`src/rtl/regxfer_seq_pkg.sv`:
```
// Shared definitions for the register-transfer sequencer: FSM state
// encodings and bus-select constants.
package regxfer_seq_pkg;

    typedef enum logic [2:0] {
        ST_IDLE  = 3'd0,
        ST_DRIVE = 3'd1,
        ST_LATCH = 3'd2,
        ST_HOLD  = 3'd3,
        ST_CLEAR = 3'd4
    } state_t;

    localparam logic BUS1 = 1'b0;
    localparam logic BUS2 = 1'b1;

    // Width of the bus-settle counter; SETTLE is limited to 1..15.
    localparam int CNTW = 4;

endpackage

```
`src/rtl/regxfer_seq_onehot_dec.sv`:
```
// SRCW -> NREG one-hot decoder with enable. An index at or beyond NREG
// decodes to all zeros, so an out-of-range source never drives a bus.
module regxfer_seq_onehot_dec #(
    parameter int NREG = 8,
    parameter int SRCW = 3
) (
    input  logic            en,
    input  logic [SRCW-1:0] idx,
    output logic [NREG-1:0] onehot
);

    // Compare the index against every register position.
    always_comb begin
        onehot = '0;
        for (int i = 0; i < NREG; i++) begin
            if (en && (idx == SRCW'(i))) begin
                onehot[i] = 1'b1;
            end
        end
    end

endmodule

```
`src/rtl/regxfer_seq.sv`:
```
// Register-transfer sequencer. Accepts one transfer or clear command at a
// time and drives per-register OE, latch and clear strobes for the latch
// bank, with bus settle, a single latch pulse and a hold cycle per transfer.
//
// Handshake: cmd_ready is high exactly while the FSM is IDLE. A command is
// taken on the rising edge where cmd_valid && cmd_ready; its fields are
// captured at that edge and may change freely afterwards. There is no
// backpressure on the strobe side.
module regxfer_seq
    import regxfer_seq_pkg::*;
#(
    parameter int NREG   = 8,
    parameter int SRCW   = 3,
    parameter int SETTLE = 1
) (
    input  logic            CLK,
    input  logic            RESET_N,
    input  logic            cmd_valid,
    output logic            cmd_ready,
    input  logic            cmd_clr,
    input  logic [SRCW-1:0] cmd_src,
    input  logic            cmd_bus,
    input  logic [NREG-1:0] cmd_dst,
    output logic [NREG-1:0] oe1,
    output logic [NREG-1:0] oe2,
    output logic [NREG-1:0] latch,
    output logic [NREG-1:0] clear,
    output logic            busy,
    output logic            done,
    output logic            err,
    output state_t          dbg_state
);

    localparam logic [CNTW-1:0] SETTLE_M1 = CNTW'(SETTLE - 1);

    function automatic logic src_oor(input logic [SRCW-1:0] s);
        return 32'(s) >= 32'(NREG);
    endfunction

    state_t          state, state_n;
    logic [CNTW-1:0] cnt, cnt_n;

    logic [SRCW-1:0] src_q;
    logic            bus_q;
    logic [NREG-1:0] dst_q;
    logic            bad_q;

    logic            accept;
    logic [SRCW-1:0] cur_src;
    logic            cur_bus;
    logic [NREG-1:0] cur_dst;
    logic            cur_bad;
    logic [NREG-1:0] src_onehot;

    logic            oe_on;
    logic [NREG-1:0] oe1_n, oe2_n, latch_n, clear_n;
    logic            busy_n, done_n, err_n;

    assign cmd_ready = (state == ST_IDLE);
    assign accept    = cmd_valid && cmd_ready;
    assign dbg_state = state;

    // On the accept edge the outputs must already reflect the new command,
    // so the live command fields are used instead of the captured copy.
    assign cur_src = accept ? cmd_src          : src_q;
    assign cur_bus = accept ? cmd_bus          : bus_q;
    assign cur_dst = accept ? cmd_dst          : dst_q;
    assign cur_bad = accept ? src_oor(cmd_src) : bad_q;

    regxfer_seq_onehot_dec #(
        .NREG (NREG),
        .SRCW (SRCW)
    ) u_src_dec (
        .en     (1'b1),
        .idx    (cur_src),
        .onehot (src_onehot)
    );

    // State and settle-counter registers.
    always_ff @(posedge CLK or negedge RESET_N) begin
        if (!RESET_N) begin
            state <= ST_IDLE;
            cnt   <= '0;
        end else begin
            state <= state_n;
            cnt   <= cnt_n;
        end
    end

    // Next-state logic; the settle counter reloads on entry to DRIVE.
    always_comb begin
        state_n = state;
        cnt_n   = cnt;
        case (state)
            ST_IDLE: begin
                if (accept) begin
                    if (cmd_clr) begin
                        state_n = ST_CLEAR;
                    end else begin
                        state_n = ST_DRIVE;
                        cnt_n   = SETTLE_M1;
                    end
                end
            end
            ST_DRIVE: begin
                if (cnt == '0) begin
                    state_n = ST_LATCH;
                end else begin
                    cnt_n = cnt - 1'b1;
                end
            end
            ST_LATCH: state_n = ST_HOLD;
            ST_HOLD:  state_n = ST_IDLE;
            ST_CLEAR: state_n = ST_IDLE;
            default:  state_n = ST_IDLE;
        endcase
    end

    // Capture the command fields on accept.
    always_ff @(posedge CLK or negedge RESET_N) begin
        if (!RESET_N) begin
            src_q <= '0;
            bus_q <= BUS1;
            dst_q <= '0;
            bad_q <= 1'b0;
        end else if (accept) begin
            src_q <= cmd_src;
            bus_q <= cmd_bus;
            dst_q <= cmd_dst;
            bad_q <= src_oor(cmd_src);
        end
    end

    // Strobe values for the coming cycle, derived from the next state.
    always_comb begin
        oe_on   = (state_n == ST_DRIVE) || (state_n == ST_LATCH) ||
                  (state_n == ST_HOLD);
        oe1_n   = (oe_on && cur_bus == BUS1) ? src_onehot : '0;
        oe2_n   = (oe_on && cur_bus == BUS2) ? src_onehot : '0;
        latch_n = (state_n == ST_LATCH && !cur_bad) ? cur_dst : '0;
        clear_n = (state_n == ST_CLEAR) ? cur_dst : '0;
        done_n  = (state_n == ST_HOLD) || (state_n == ST_CLEAR);
        err_n   = (state_n == ST_HOLD) && cur_bad;
        busy_n  = (state_n != ST_IDLE);
    end

    // Output registers, so no input reaches a strobe combinationally and
    // reset drops every strobe at once.
    always_ff @(posedge CLK or negedge RESET_N) begin
        if (!RESET_N) begin
            oe1   <= '0;
            oe2   <= '0;
            latch <= '0;
            clear <= '0;
            busy  <= 1'b0;
            done  <= 1'b0;
            err   <= 1'b0;
        end else begin
            oe1   <= oe1_n;
            oe2   <= oe2_n;
            latch <= latch_n;
            clear <= clear_n;
            busy  <= busy_n;
            done  <= done_n;
            err   <= err_n;
        end
    end

endmodule

```
`config.mk`:
```
export PLATFORM = sky130hd
export DESIGN_NAME = regxfer_seq
export DESIGN_NICKNAME = d
export VERILOG_FILES = /design/src/rtl/regxfer_seq_pkg.sv /design/src/rtl/regxfer_seq_onehot_dec.sv /design/src/rtl/regxfer_seq.sv
export SDC_FILE = /design/constraint.sdc
export NUM_CORES = 1
export LEC_CHECK = 0
export CAP_MARGIN = 10
export CORE_ASPECT_RATIO = 2
export CORE_MARGIN = 2
export CORE_UTILIZATION = 46
export CTS_BUF_LIST = sky130_fd_sc_hd__clkbuf_8
export CTS_CLUSTER_DIAMETER = 120
export DETAILED_ROUTE_END_ITERATION = 6
export HOLD_SLACK_MARGIN = 0.05
export PLACE_DENSITY = 0.78
export SYNTH_ARGS = -nofsm -noshare
export SYNTH_HDL_FRONTEND = slang
export SYNTH_HIERARCHICAL = 1
export SYNTH_SLANG_ARGS = --single-unit
```
`constraint.sdc`:
```
create_clock -name CLK -period 2.4 [get_ports CLK]
set_input_delay 0.24 -clock CLK [delete_from_list [all_inputs] [get_ports CLK]]
set_output_delay 0.24 -clock CLK [all_outputs]
set_load 0.1 [all_outputs]
```
==> metrics.md, run 1 <==
| Metric | Value |
|---|---|
| Reg2reg start | dbg_state[2] |
| Residual DRC | 0 |
| Slew @ Worst Pin | approximately 0.57 ns |
| Placed Instances | between 300 and 400 |
| FFs w/ async S/R, synth | 1.00 |
| Critical R2R Capture | oe2[1] |
| Crit-path max FO | 11 |
| Fraction of layout cells with a size suffix above 1 | 0.316 |
| Critical Path Max Stage Delay | 0.61 ns |
| Gr ovfl total | 0 |
| Outcome | completed |
| Post-Syn Instances | 199 |
| Minimum clock period | between 2 and 2.5 ns |
| RSZ-0062 raised after global routing | false |
| Die Wd | between 50 and 60 um |
| Top_reg_cell synth | dfrtp_1 |
| Startpoint types | register |
| Switching power | 0.00175 W |
| Top-area cell type share of the netlist area | 0.604 |
| Sequential cell area | 1390 um^2 |
| Final RePlAce weighted congestion | 0.776 |
| FP Rows | 36 |
| Biggest area consumer among synthesized cells | dfrtp_1 |
| Max Freq | 0.481 GHz |
| DR WL/cell | 14.1 um |
| Cell with the most instances after synthesis | dfrtp_1 |
| Worst clock skew | 0.0133 ns |
| Multi-input gate area | 843 um^2 |
| Non-Filler Instances | roughly 320 |
| P per Cell Area | roughly 1200 nW/um^2 |
| Starting density of the core | 0.473 |
| Wire length of the first global-routing pass | a little under 8000 um |
| Drt first pass iters | 4 |
| Reg2Reg Setup Slack | 0.32 ns |
| CTS tree | built |
| Period utilization | 0.866 |
| Req. time, crit path | 2.61 ns |
| Fin. max-slew vios | 0 |
| DR vias/cell | just over 5 |
| Seq cells post-synth | 55 |
| Final hold vios | 0 |
| CTS Buf Count | 5 |
| N_diodes | 0 |
| CP Class | reg2reg |
| DRT iter0 DRCs | 20 |
| Port buffer count | 54 |
| Static leakage | 1.46 nW |
| Hpwl dp | 3240 um |
| Most common cell on crit path | nand2_1 |
| Synth area leaders | dfrtp_1, nand2_1, nor3_2, and4_1, nor3b_1 |
| VDD IR max | 0.870 mV |
| Clk Latency, worst-skew pair | about 0.3 ns |
| Final setup viols | 0 |
| R2R depth | 6 |
| H-tree Lvls | 2 |
| Max-cap violation count | 0 |
| Vias in the first global route | around 1700 |
| Setup bufs post-CTS | 0 |
| Comb power frac | 0.522 |
| Syn avg cell area | 11.5 um^2 |
| Seq pwr share | 0.342 |
| Post-synth top cells | dfrtp_1, nand2_1, inv_1, nor3_1 |
| Mapped cell area | 2280 um^2 |
| P&R area growth vs syn | 29.7% |
| Yosys cell types | 35 |
| Largest net degree at the start of global routing | 27 |
| Switching part of the total | 0.480 |
| Antenna violations before repair | 0 |
| Seq/Total Area, Yosys | 0.604 |
| Post-synth EDFFs | 0 |
| Cts repair resizes | 0 |
| Nets@finish | 283 |
| CTS max path bufs | 2 |
| Clock transition at path regs | 0.10 ns |
| CP Launch Point | dbg_state[2] |
| Rel. slew slack | 0.622 |
| Die Y | 104 um |
| Worst EP arrival | 2.29 ns |
| Drt total wl | 4540 um |
| Critical path endpoint category | register |
| P_int | 0.00190 W |
| CTS Root Cell | clkbuf_8 |
| CP delay by family, top | simple AND/OR/NAND/NOR gates |
| Setup TNS | 0 ns |
| Post-detailed-route count of antenna-violating nets | 0 |
| Overall Global Routing Usage | 0.188 |
| Yosys warns | 6 |
| Core Region | 4820 um^2 |
| Clock power share | 0.136 |
| Hold crit path type | in2async |
| CP cell instances | or4b_4 -> nand2_1 -> nand2_1 -> and4bb_2 -> inv_1 -> nor3_1 |
| Clock Sinks | 55 |
| # fillers | 408 |
| Vias | approximately 1700 |
| DIE AREA | 5570 um^2 |
| Boundary Pins | 55 |
| CP bufs+invs | 1 |
| Slowest stage cell, crit path | or4b_4 |
==> worst max-delay path by stage <==
stage               endpoint  slack, ns  cells after the start
floorplan             oe2[0]       0.02                      9
global placement      oe2[2]       0.20                      7
detailed placement    oe2[2]       0.12                      7
CTS                   oe2[1]       0.31                      6
global route          oe2[6]       0.20                      7
finish                oe2[1]       0.32                      6
==> metrics by stage <==
stage | utilization | hold WS, ns | instance area, um^2 | setup slack [ns] | power, W
final | 0.613 | 0.455 | 2960 | 0.322 | 0.00365
after global placement | 0.592 | 0.256 | 2860 | 0.198 | 0.00315
after detailed placement | 0.592 | 0.265 | 2860 | 0.125 | 0.00318
after global routing | 0.613 | 0.493 | 2960 | 0.199 | 0.00387
after CTS | 0.613 | 0.472 | 2960 | 0.310 | 0.00369
after floorplan | - | -0.0556 | 2340 | 0.0168 | 0.00273
==> power by group through the flow <==
stage	Sequential [W]	Clock (W)	Combinational [W]
floorplan	0.00190	0	0.000835
global placement	0.00126	0	0.00188
detailed placement	0.00127	0	0.00191
CTS	0.00125	0.000519	0.00192
global route	0.00127	0.000553	0.00204
finish	0.00125	0.000497	0.00190
==> cell type report <==
cell class | count | area share
Clock buffer | 6 | 0.0279
Sequential cell | 55 | 0.469
Tap cell | 57 | 0.0241
Multi-Input combinational cell | 127 | 0.285
Clock inverter | 2 | 0.00296
Inverter | 12 | 0.0161
Timing Repair Buffer | 64 | 0.174
==> cells by family after synthesis <==
family,Yosys count,share of synthesized area
and+or+nand+nor,103,0.290
DFF,55,0.604
buffers and inverters,24,0.0477
AOI/OAI and AO/OA,12,0.0318
muxes,2,0.0143
adders and majority gates,2,0.0110
other,1,0.00164
==> registers in the layout (all words and copies together), names as in the netlist, 3 cells and up <==
signal     flops
dst_q          8
src_q          3
dbg_state      3
oe2            8
cnt            4
latch          8
oe1            8
clear          8
==> placed cells by master, fill, tap and decap left out, types with 2 or more instances in the layout <==
| cell type | Yosys | layout |
|---|---|---|
| dfrtp_4 | 0 | 3 |
| nor2_1 | 3 | 3 |
| clkdlybuf4s50_1 | 0 | 14 |
| nand2_2 | 0 | 2 |
| nand2_1 | 34 | 32 |
| nor3_1 | 11 | 10 |
| and4b_2 | 3 | 3 |
| nor3b_1 | 9 | 9 |
| nor3_2 | 8 | 8 |
| nor2b_1 | 3 | 3 |
| nand2b_1 | 2 | 2 |
| and4_1 | 8 | 8 |
| buf_4 | 0 | 48 |
| conb_1 | 1 | 8 |
| dfrtp_1 | 55 | 52 |
| or4_1 | 2 | 2 |
| ha_1 | 2 | 2 |
| and4bb_2 | 3 | 3 |
| a21oi_1 | 6 | 6 |
| clkbuf_8 | 0 | 6 |
| nor4b_2 | 1 | 2 |
| o22ai_1 | 2 | 2 |
| and2_1 | 8 | 8 |
| o21ai_0 | 2 | 2 |
| inv_1 | 11 | 12 |
| and3_1 | 2 | 2 |
==> routing by layer <==
layer,vias to the layer above,part of all wire,global-route usage
met1,825,0.39,0.241
met4,0,0.025,0.0824
li1,791,-,-
met5,-,0,0
met3,8,0.031,0.0331
met2,38,0.55,0.300
==> timing repair <==
action / CTS / global route
endpoints found under the setup margin: 0 / 0
hold buffers: 1 / 0
endpoints found under the hold margin: 24 / 0
Note: power is estimated with default switching activity, not from simulation.
==> run 2, diff against run 1 <==
--- a/config.mk
+++ b/config.mk
@@ -8,12 +8,11 @@
 export CAP_MARGIN = 10
 export CORE_ASPECT_RATIO = 2
 export CORE_MARGIN = 2
-export CORE_UTILIZATION = 46
+export CORE_UTILIZATION = 25
 export CTS_BUF_LIST = sky130_fd_sc_hd__clkbuf_8
 export CTS_CLUSTER_DIAMETER = 120
 export DETAILED_ROUTE_END_ITERATION = 6
 export HOLD_SLACK_MARGIN = 0.05
-export PLACE_DENSITY = 0.78
 export SYNTH_ARGS = -nofsm -noshare
 export SYNTH_HDL_FRONTEND = slang
 export SYNTH_HIERARCHICAL = 1
==> metrics.md, run 2 (synthesis gave the netlist of run 1 again) <==
| Metric | Value |
|---|---|
| Core Region | 8950 um^2 (was 4820 um^2) |
| Antenna violations before repair | 0 (unchanged) |
| RSZ-0062 raised after global routing | false (unchanged) |
| Final RePlAce weighted congestion | 0.746 (was 0.776) |
| Startpoint types | register (unchanged) |
| Clock Sinks | 55 (unchanged) |
| VDD IR max | 0.478 mV (was 0.870 mV) |
| Total design power | 0.00383 W (was 0.00365 W) |
| Clock power share | 0.183 (was 0.136) |
| Setup bufs post-CTS | 0 (unchanged) |
| Hpwl dp | 3610 um (was 3240 um) |
| Overall Global Routing Usage | 0.102 (was 0.188) |
| Vias in the first global route | 1640 (was 1679) |
| Outcome | completed (unchanged) |
| Max-cap violation count | 0 (unchanged) |
| Commonest non-fill, non-tap cell in the layout | dfrtp_1 (unchanged) |
| DIE AREA | 9950 um^2 (was 5570 um^2) |
| Static leakage | 1.46 nW (about the same) |
| CTS max path bufs | 2 (unchanged) |
| Vias | 1648 (was 1662) |
| P&R area growth vs syn | 33.3% (was 29.7%) |
| Drt total wl | 4870 um (was 4540 um) |
| Post-detailed-route count of antenna-violating nets | 0 (unchanged) |
| FP Rows | 49 (was 36) |
| Fraction of layout cells with a size suffix above 1 | 0.311 (was 0.316) |
| Port buffer count | 54 (unchanged) |
| Rel. slew slack | 0.564 (was 0.622) |
| DR WL/cell | 13.3 um (was 14.1 um) |
| Max Freq | 0.485 GHz (was 0.481 GHz) |
| Final hold vios | 0 (unchanged) |
| CTS Buf Count | 5 (unchanged) |
| Crit-path max FO | 11 (unchanged) |
| Die Y | 139 um (was 104 um) |
| Final setup viols | 0 (unchanged) |
| Worst EP arrival | 2.29 ns (about the same) |
| N_diodes | 0 (unchanged) |
| Switching power | 0.00177 W (was 0.00175 W) |
| P_int | 0.00207 W (was 0.00190 W) |
| Setup TNS | 0 ns (unchanged) |
| Comb power frac | 0.476 (was 0.522) |
| Critical path endpoint category | register (unchanged) |
| Worst clock skew | 0.00725 ns (was 0.0133 ns) |
| H-tree Lvls | 2 (unchanged) |
| DRT iter0 DRCs | 86 (was 20) |
| Die Wd | 71.5 um (was 53.8 um) |
| Largest net degree at the start of global routing | 30 (was 27) |
| Commonest non-fill, non-tap cells in the layout | dfrtp_1, buf_4, nand2_1, clkdlybuf4s50_1, inv_1 (unchanged) |
| Minimum clock period | 2.06 ns (was 2.08 ns) |
| Nets@finish | 281 (was 283) |
| Slew @ Worst Pin | 0.654 ns (was 0.567 ns) |
| Wire length of the first global-routing pass | 7950 um (was 7820 um) |
| Clk Latency, worst-skew pair | 0.31 ns (was 0.30 ns) |
| Hold crit path type | reg2reg (was in2async) |
| Period utilization | 0.860 (was 0.866) |
| P per Cell Area | 1260 nW/um^2 (was 1230 nW/um^2) |
| Cts repair resizes | 0 (unchanged) |
| DR vias/cell | 4.50 (was 5.15) |
| Boundary Pins | 55 (unchanged) |
| Seq pwr share | 0.341 (was 0.342) |
| CTS tree | built (unchanged) |
| Gr ovfl total | 0 (unchanged) |
| Drt first pass iters | 5 (was 4) |
| Residual DRC | 0 (unchanged) |
| Req. time, crit path | 2.62 ns (was 2.61 ns) |
| Hold buffers post-CTS | 1 (unchanged) |
| Starting density of the core | 0.255 (was 0.473) |
| Fin. max-slew vios | 0 (unchanged) |
| Clock transition at path regs | 0.09 ns (was 0.10 ns) |
| Switching part of the total | 0.461 (was 0.480) |
| CP Class | reg2reg (unchanged) |
| CTS Root Cell | clkbuf_8 (unchanged) |
==> run 2: cell count changes in the layout (fill, tap and decap cells not counted) <==
cell and change:
clkbuf_8 -1, clkinv_2 -1, buf_4 -2, bufinv_16 +2
==> run 2: critical path, stage by stage (launching register included) <==
cell and delay, ns:
dfrtp_4 0.56, or4b_4 0.59, nand2_1 0.09, nand2_1 0.16, and4b_2 0.31, inv_1 0.06
nor3_1 0.20
==> run 2: metal layers <==
metal | vias up | track usage | part of all wire
li1 | 784 | - | -
met1 | 819 | 0.116 | 0.38
met2 | 40 | 0.179 | 0.56
met3 | 5 | 0.0167 | 0.039
met4 | 0 | 0.0477 | 0.022
met5 | - | 0 | 0
==> run 2: path summary, 6_finish.rpt <==
kind | from | to | slack, ns | cells past startpoint
worst min-delay path | dst_q[0] | dst_q[0] | 0.47 | 2
worst max register to register | dbg_state[2] | oe2[3] | 0.34 | 6
max in group asynchronous | RESET_N | dst_q[6] | 1.24 | 3
worst max-delay path | dbg_state[2] | oe2[3] | 0.34 | 6
min in group asynchronous | RESET_N | latch[3] | 0.49 | 2
worst min register to register | dst_q[0] | dst_q[0] | 0.47 | 2
==> run 2: final cells by class <==
cell class	instances	area [um^2]
fillers	922	5910
flip-flops and latches	55	1390
multi-input cells	127	843
repair buffers	62	500
well taps	102	128
clock buffers	5	68.8
clock inverters	3	63.8
inverters	12	47.5
==> run 2: per-stage QoR <==
step                 util  setup slack (ns)  hold WS [ns]  std cells  instance area [um^2]
floorplan               -            0.0168       -0.0556        206                  2340
global placement    0.324             0.209         0.302        357                  2900
detailed placement  0.324             0.206         0.316        357                  2900
CTS                 0.340             0.349         0.481        366                  3040
global route        0.340             0.206         0.502        366                  3040
finish              0.340             0.336         0.475        366                  3040
==> run 2: power groups by stage <==
stage	registers [W]	clock network, W	logic (W)
finish	0.00131	0.000703	0.00182
global route	0.00133	0.000760	0.00197
CTS	0.00131	0.000731	0.00184
detailed placement	0.00133	0	0.00183
global placement	0.00133	0	0.00181
floorplan	0.00190	0	0.000835
